File: src/rtl/serial_tx_buffered.sv
// rtl/serial_tx_buffered.sv - buffered serial transmitter with FIFO; parity frame bit via SERIAL_TX_PARITY_EN
module serial_tx_buffered #(
    parameter int CLK_DIV    = 434,
    parameter int DATA_BITS  = 8,
    parameter int STOP_BITS  = 1,
    parameter int FIFO_DEPTH = 4,
    parameter int ODD_PARITY = 0
) (
    input  logic                          clk,
    input  logic                          rst,
    input  logic [DATA_BITS-1:0]          char,
    input  logic                          send,
    output logic                          full,
    output logic [$clog2(FIFO_DEPTH):0]   level,
    output logic                          out,
    output logic                          busy
);

    localparam int PW = $clog2(FIFO_DEPTH);
    localparam int LW = PW + 1;
    localparam int DW = $clog2(CLK_DIV);
    localparam logic [DW-1:0] DIV_LAST  = DW'(CLK_DIV - 1);
    localparam logic [3:0]    DATA_LAST = 4'(DATA_BITS - 1);
    localparam logic [3:0]    STOP_LAST = 4'(STOP_BITS - 1);
    localparam logic [LW-1:0] DEPTH_L   = LW'(FIFO_DEPTH);

    typedef enum logic [2:0] {
        S_IDLE,
        S_START,
        S_DATA,
`ifdef SERIAL_TX_PARITY_EN
        S_PARITY,
`endif
        S_STOP
    } state_t;

    state_t state, state_n;

    logic [DATA_BITS-1:0] mem [FIFO_DEPTH];
    logic [PW-1:0]        wr_ptr, rd_ptr;
    logic [DATA_BITS-1:0] shreg;
    logic [DW-1:0]        div_cnt;
    logic [3:0]           bit_cnt;
    logic                 tick;
    logic                 push, pop;
`ifdef SERIAL_TX_PARITY_EN
    logic                 par;
`endif

    assign full = (level == DEPTH_L);
    assign busy = (state != S_IDLE) || (level != '0);
    assign push = send && !full;
    assign tick = (div_cnt == DIV_LAST);

    always_ff @(posedge clk) begin
        if (!rst) begin
            state <= S_IDLE;
        end else begin
            state <= state_n;
        end
    end

    // A pop is the load of the next frame; it only happens on the way into START.
    always_comb begin
        state_n = state;
        pop     = 1'b0;
        case (state)
            S_IDLE: begin
                if (level != '0) begin
                    state_n = S_START;
                    pop     = 1'b1;
                end
            end
            S_START: begin
                if (tick) state_n = S_DATA;
            end
            S_DATA: begin
                if (tick && bit_cnt == DATA_LAST) begin
`ifdef SERIAL_TX_PARITY_EN
                    state_n = S_PARITY;
`else
                    state_n = S_STOP;
`endif
                end
            end
`ifdef SERIAL_TX_PARITY_EN
            S_PARITY: begin
                if (tick) state_n = S_STOP;
            end
`endif
            S_STOP: begin
                if (tick && bit_cnt == STOP_LAST) begin
                    if (level != '0) begin
                        state_n = S_START;
                        pop     = 1'b1;
                    end else begin
                        state_n = S_IDLE;
                    end
                end
            end
            default: state_n = S_IDLE;
        endcase
    end

    // Storage needs no reset: entries are only read after being written.
    always_ff @(posedge clk) begin
        if (push) mem[wr_ptr] <= char;
    end

    always_ff @(posedge clk) begin
        if (!rst) begin
            wr_ptr  <= '0;
            rd_ptr  <= '0;
            level   <= '0;
            div_cnt <= '0;
            bit_cnt <= '0;
            shreg   <= '0;
            out     <= 1'b1;
`ifdef SERIAL_TX_PARITY_EN
            par     <= 1'b0;
`endif
        end else begin
            if (push) wr_ptr <= wr_ptr + 1'b1;
            if (pop) begin
                rd_ptr <= rd_ptr + 1'b1;
                shreg  <= mem[rd_ptr];
`ifdef SERIAL_TX_PARITY_EN
                par    <= (^mem[rd_ptr]) ^ (ODD_PARITY != 0);
`endif
            end

            if (push && !pop)      level <= level + 1'b1;
            else if (!push && pop) level <= level - 1'b1;

            if (state == S_IDLE || tick) div_cnt <= '0;
            else                         div_cnt <= div_cnt + 1'b1;

            if (tick) begin
                if (state_n != state) bit_cnt <= '0;
                else                  bit_cnt <= bit_cnt + 1'b1;
                if (state == S_DATA) shreg <= shreg >> 1;
            end

            // Line follows the state one clock later, so every level is held a full bit time.
            case (state)
                S_START:  out <= 1'b0;
                S_DATA:   out <= shreg[0];
`ifdef SERIAL_TX_PARITY_EN
                S_PARITY: out <= par;
`endif
                default:  out <= 1'b1;
            endcase
        end
    end

endmodule

File: config.mk
export PLATFORM = sky130hd
export DESIGN_NAME = serial_tx_buffered
export DESIGN_NICKNAME = d
export VERILOG_FILES = /design/src/rtl/serial_tx_buffered.sv
export SDC_FILE = /design/constraint.sdc
export NUM_CORES = 1
export LEC_CHECK = 0
export ABC_AREA = 1
export CAP_MARGIN = 40
export CORE_UTILIZATION = 60
export CTS_CLUSTER_DIAMETER = 100
export DETAILED_ROUTE_END_ITERATION = 7
export PLACE_DENSITY_LB_ADDON = 0.15
export SLEW_MARGIN = 15
export SYNTH_ARGS = -nofsm -noshare
export SYNTH_HDL_FRONTEND = slang
export SYNTH_SLANG_ARGS = --single-unit
File: constraint.sdc
create_clock -name clk -period 5.1 [get_ports clk]
set_input_delay 0.765 -clock clk [delete_from_list [all_inputs] [get_ports clk]]
set_output_delay 0.765 -clock clk [all_outputs]
set_load 0.05 [all_outputs]
==> results of run 1 <==
-- report_power, final --
group	internal, uW	total [uW]	switching (uW)
clock network	274	475	200
registers	622	669	47.4
logic	119	355	235
total	1020	1500	483
-- final cells by class --
cell class              instances  area (sq um)  area share (%)
clock inverters                 7          93.8            2.71
well taps                      67          83.8            2.42
multi-input cells             201          1190            34.5
clock buffers                   9           124            3.58
inverters                      39           149            4.30
flip-flops and latches         66          1640            47.4
repair buffers                 17           175            5.06
-- registers in the layout (all words and copies together), names as in the netlist, named ones only --
register,flops
bit_cnt,4
div_cnt,9
level,3
mem,32
out,1
rd_ptr,2
shreg,8
state,3
wr_ptr,2
-- per-layer routing --
metal	global-route usage (%)	vias up	wire length [um]	part of all wire, %
met5	0	-	0	0
met1	29.0	985	2520	47
met2	35.2	40	2510	46
met4	12.0	0	116	2.1
met3	6.63	11	252	4.7
li1	-	1094	-	-
-- path summary, 6_finish.rpt --
| check | startpoint | endpoint | slack [ps] |
|---|---|---|---|
| worst max-delay path | level[0] | full | 2520 |
| worst min-delay path | rd_ptr[1] | flop | 460 |
| worst max register to register | div_cnt[0] | level[1] | 2730 |
| worst min register to register | rd_ptr[1] | flop | 460 |
-- metrics by stage --
step                      cells  power, uW
after floorplan             314        936
after global placement      389       1020
after detailed placement    389       1030
after CTS                   405       1510
after global routing        406       1570
final                       406       1500
-- cell usage after synthesis (all sizes together) (2+ instances only) --
| master | count |
|---|---|
| nor2 | 48 |
| nand2 | 46 |
| inv | 38 |
| dfxtp | 34 |
| edfxtp | 32 |
| o21ai | 31 |
| nand3 | 22 |
| a21oi | 12 |
| ha | 9 |
| o211ai | 8 |
| buf | 6 |
| nor3 | 5 |
| nand4 | 4 |
| a31oi | 3 |
| nor3b | 3 |
| clkbuf | 2 |
| xor2 | 2 |
-- worst register-to-register path: cells and delay by family (launching register included) --
kind	cells	cell delay, ps
AND/OR/NAND/NOR	5	680
adder cells (fa/ha/maj)	3	850
flip-flops	1	380
buffers and inverters	1	100
AO/OA/AOI/OAI	2	250
-- logic make-up (layout without fill, tap and decap cells) --
group	after synthesis	count (layout)	synth area share [%]
buffers and inverters	47	72	6.86
other	1	1	0.123
adders and majority gates	10	10	4.36
xor gates and xnor gates	3	3	0.863
DFF	66	66	53.9
AOI/OAI and AO/OA	57	57	11.7
muxes	1	1	0.329
and+or+nand+nor	129	129	21.9
==> impl_results.md, run 1 <==
* Status: complete, no violations
* CTS tree: done
* H-tree depth reported by CTS at 3
* Cell Area, Synth at 3050 sq um
* Fmax at 0.387 GHz
* Fillers at 383
* CTS resizes at 0
* Max clock buf depth at 2
* HP Class: reg2reg
* DR vias/cell at ~5.2
* Vias at 2130
* Yosys top cell area share at between 30% and 40%
* Tmin final at 2580 ps
* Ports at 17
* Final setup viols at 0
* Tightest Pin Transition at around 760 ps
* Finished Cell Area at 3460 sq um
* Hold path depth at 2
* Vias in the first global route at 1925
* Placed inst area at roughly 3200 sq um
* Worst-skew pair later-pin latency at 340 ps
* YS warnings at 0
* Area leader, netlist: edfxtp_1
* Clock Pin Slew Worst Setup and Hold Paths at 70 ps
* Initial Utilization at a little over three fifths
* Total negative slack at 0 ps
* VDD IR-drop max at 0.371 mV
* Initial antenna violation count at 0
* Levels on crit path at 2
* Drt initial violations at 171
* Dpl hpwl at 3.61 mm
* Die width at 73.2 um
* Largest net degree at the start of global routing at 24
* Clock skew at around 7.2 ps
* Async SR Flop Fraction at 0%
* Final Hold Viols at 0
* Data required, critical path at 4340 ps
* Post-synth EDFFs at 32
* R2R cell count at 11
* Die Height at 73.2 um
* Slowest CP cell: clkdlybuf4s50_1
* Crit path max fanout at 5
* Max-Cap Viols at 0
* Cts hold-fix bufs at 0
* Post-synth top flop: dfxtp_1
* Placeable Area at between 4000 and 5000 sq um
* First-pass GRT wire length at 8.80 mm
* CP Buf/Inv Count at 1
* Drt pass-1 iters at 4
* Post-route ant nets at 0
* Power density over the cells at 433 nW/um^2
* Die area at around 5400 sq um
* Slew Viols, Final at 0
* Synth Register Bits at 66
* Relative slew slack at 49.0%
* RSZ-0062 raised after global routing: false
* Layout cells sized above 1 at between 10% and 20%
* Commonest non-fill, non-tap cells in the layout: nor2_1, nand2_1, dfxtp_1, edfxtp_1, o21ai_0
* FP Rows at 25
* Post-CTS Setup Inserts at 0
* CP endpoint kind: output pin
* Area contributors post-synth: edfxtp_1, dfxtp_1, nor2_1
* CP max stage delay at ~850 ps
* WL final at 5.40 mm
* GRT Util Overall at around 23%
* Commonest non-fill, non-tap cell in the layout: nor2_1
* Port Buffers at 16
* Inserted Clock Buffers at 9
* Mapped Avg Cell Area at 9.70 sq um
* Register area share after synthesis at ~54%
* Mapped Nets at 335
* Worst setup SP type: flop
* Setup WS post-layout at 2520 ps
* Critical-path cell list: nor3_1 > clkdlybuf4s50_1
* Kind of critical path: reg2out
* Worst Hold Slack at 458 ps
* CTS sink count at 66
* Clock root cell: clkbuf_8
* DRC errors left at 0
* Yosys cell types at 41
* Fin crit share at 50.7%
* Final core occ at 71.9%
* GRT overflow at 0
* # diodes at 0
* Wire per inst at between 10 and 15 um
* Placer Congestion at 0.833
* Mapped Cells at 314
* Placement Setup Slack at roughly 2300 ps
* Area Overhead vs Synth at 13.7%
* Leakage at 0.00143 uW
* Top cell family by delay on the critical path: buffers and inverters
* CP arrival at 1820 ps
* Layout Nets at roughly 360
Power figures use the tool's default switching activity.
==> run 2: changes to the inputs <==
Settings changed: CORE_UTILIZATION 60 to 53.
Clock period 5.1 ns to 2.3 ns, I/O delays scaled along.
==> run 2 against run 1 <==
Effect of this change:
- first-iteration DRC count is 29% lower
- non-clock buffer count up 9
- cell area rose by 2.0%
- routed wire length grew 0.85%
- sequential power increased by 120%
- critical path depth stayed put
- worst hold slack lost 21 ps
- die area rose by 13%
- power rose by 120%
- count of clock-buffer cells in the layout did not move
- flip-flop and latch count did not move
- register-to-register slack worse by 2500 ps
==> impl_results.md, run 2 (synthesis gave the netlist of run 1 again) <==
* Die width at 77.8 um (+6.2%)
* Total negative slack at 0 ps (unchanged)
* R2r setup slk at 270 ps (-2460 ps)
* CP arrival at 1820 ps (about the same)
* Worst setup endpoint: full
* Critical-path cell list: nor3_4 > clkdlybuf4s50_1
* Biggest regs: mem x32, div_cnt x9, shreg x8
* WL final at 5.44 mm (+0.85%)
* Placer Congestion at 0.785 (-5.8%)
* Slew Viols, Final at 0 (unchanged)
* Relative slew slack at 65.9% (+17 points)
* Vias at 2148 (+0.85%)
* Tmin final at 2160 ps
* Final setup viols at 0 (unchanged)
* Ports at 17 (unchanged)
* Cts hold-fix bufs at 0 (unchanged)
* Crit path max fanout at 5 (unchanged)
* Drt initial violations at 122 (-29%)
* Kind of critical path: reg2out
* Clock skew at 9.05 ps (+1.85 ps)
* Layout Nets at 364 (+2.5%)
* Commonest non-fill, non-tap cell in the layout: nor2_1
* Power density over the cells at 935 nW/um^2 (+120%)
* Fillers at 479 (+25%)
* CTS sink count at 66 (unchanged)
* Die Height at 77.8 um (+6.2%)
* Data required, critical path at 1960 ps (-2380 ps)
* HP Class: reg2reg
* Vias in the first global route at 2013 (+4.6%)
* R2R cell count at 12 (+1)
* Fin crit share at 94.0%
* FP Rows at 27 (+8.0%)
* Placeable Area at 5510 sq um (+14%)
* DRC errors left at 0 (unchanged)
* Worst setup SP type: flop
* Max clock buf depth at 2 (unchanged)
* Port Buffers at 16 (unchanged)
* Max reg flops at 32 (unchanged)
* Layout cells sized above 1 at 20.4% (+3.9 points)
* CP endpoint kind: output pin
* First-pass GRT wire length at 9.34 mm (+6.1%)
* # diodes at 0 (unchanged)
* Largest Register: mem
* Status: complete, no violations
* Initial Utilization at 55.3% (-7.9 points)
* Clock root cell: clkbuf_8
* Fmax at 0.462 GHz
* Critical Path Source: level[0]
* DR vias/cell at 5.11 (-2.5%)
* RSZ-0062 raised after global routing: false
* Drt pass-1 iters at 5 (+1)
* Post-route ant nets at 0 (unchanged)
* Reg-to-reg endpoint: level[1]
* CTS tree: done
* Worst-skew pair later-pin latency at 350 ps (about the same)
* Commonest non-fill, non-tap cells in the layout: nor2_1, nand2_1, edfxtp_1, dfxtp_1, inv_1
* Largest net degree at the start of global routing at 23 (-4.2%)
* Leakage at 0.00148 uW (+3.1%)
* H-tree depth reported by CTS at 3 (unchanged)
* Tightest Pin Transition at 511 ps (-251 ps)
* GRT overflow at 0 (unchanged)
* R2r startpoint: bit_cnt[0]
* Final Hold Viols at 0 (unchanged)
* CP max stage delay at 830 ps (-20 ps)
* Initial antenna violation count at 0 (unchanged)
* Die area at 6050 sq um (+13%)
* Finished Cell Area at 3530 sq um (+2.0%)
* Dpl hpwl at 3.76 mm (+4.1%)
* Area Overhead vs Synth at 16.0%
* Placed inst area at 3310 sq um (+2.4%)
* Inserted Clock Buffers at 9 (unchanged)
* GRT Util Overall at 20.4% (-2.4 points)
* Wire per inst at 13.0 um (-2.5%)
* Max-Cap Viols at 0 (unchanged)
* VDD IR-drop max at 0.534 mV (+44%)
* Slowest CP cell: clkdlybuf4s50_1
* Clock Pin Slew Worst Setup and Hold Paths at 70 ps (about the same)
-- run 2: cell types whose count changed in the layout (fill, tap and decap cells not counted), moves of 2 or more --
cell / previous run / this run
o21ai_0: 29 / 27
buf_4: 0 / 10
o21ai_1: 2 / 4
dfxtp_2: 0 / 3
dfxtp_1: 34 / 31
-- run 2: through the flow --
step	utilization [%]	instances	hold WS, ps	power [uW]	setup WS, ps
2_1_floorplan	-	314	433	2090	30.0
6_report	64.1	420	437	3300	138
3_3_place_gp	60.1	402	445	2330	251
3_5_place_dp	60.1	402	461	2350	208
5_1_grt	64.1	420	462	3500	5.53
4_1_cts	63.7	418	471	3310	96.9
-- run 2: repair_timing --
item | CTS | global route
endpoints found under the setup margin | 0 | 3
buffers inserted | 0 | 2
resized for setup | 0 | 6
-- run 2: layout make-up --
type | count | area, sq um | share of cell area (%)
repair buffers | 26 | 238 | 6.73
well taps | 72 | 90.1 | 2.55
clock inverters | 7 | 77.6 | 2.20
clock buffers | 9 | 124 | 3.51
multi-input cells | 201 | 1210 | 34.2
inverters | 39 | 149 | 4.22
flip-flops and latches | 66 | 1650 | 46.6
-- run 2: metal layers --
| metal | global-route usage (%) | up-vias | share of wire (%) |
|---|---|---|---|
| li1 | - | 1108 | - |
| met1 | 26.6 | 983 | 47 |
| met2 | 31.6 | 47 | 46 |
| met3 | 6.35 | 10 | 5.0 |
| met4 | 8.11 | 0 | 1.3 |
| met5 | 0 | - | 0 |
-- run 2: report_power, final --
part	leakage, uW	switching [uW]	internal (uW)
Sequential	0.000571	93.8	1380
Clock	0.0000998	471	507
Combinational	0.000805	550	302
-- run 2: worst min-delay path by stage --
stage                from         end  cells after the start
6_report       div_cnt[0]  div_cnt[0]                      1
5_1_grt        div_cnt[0]  div_cnt[0]                      1
4_1_cts         rd_ptr[1]   rd_ptr[1]                      2
3_5_place_dp    rd_ptr[1]        flop                      2
3_3_place_gp    rd_ptr[1]        flop                      2
2_1_floorplan  div_cnt[0]  div_cnt[0]                      1
-- run 2: worst max-delay path: cells and delay by family (launching register included) --
family                 cells  cell delay, ps
DFF                        1             400
buffers and inverters      1             830
and+or+nand+nor            1             240
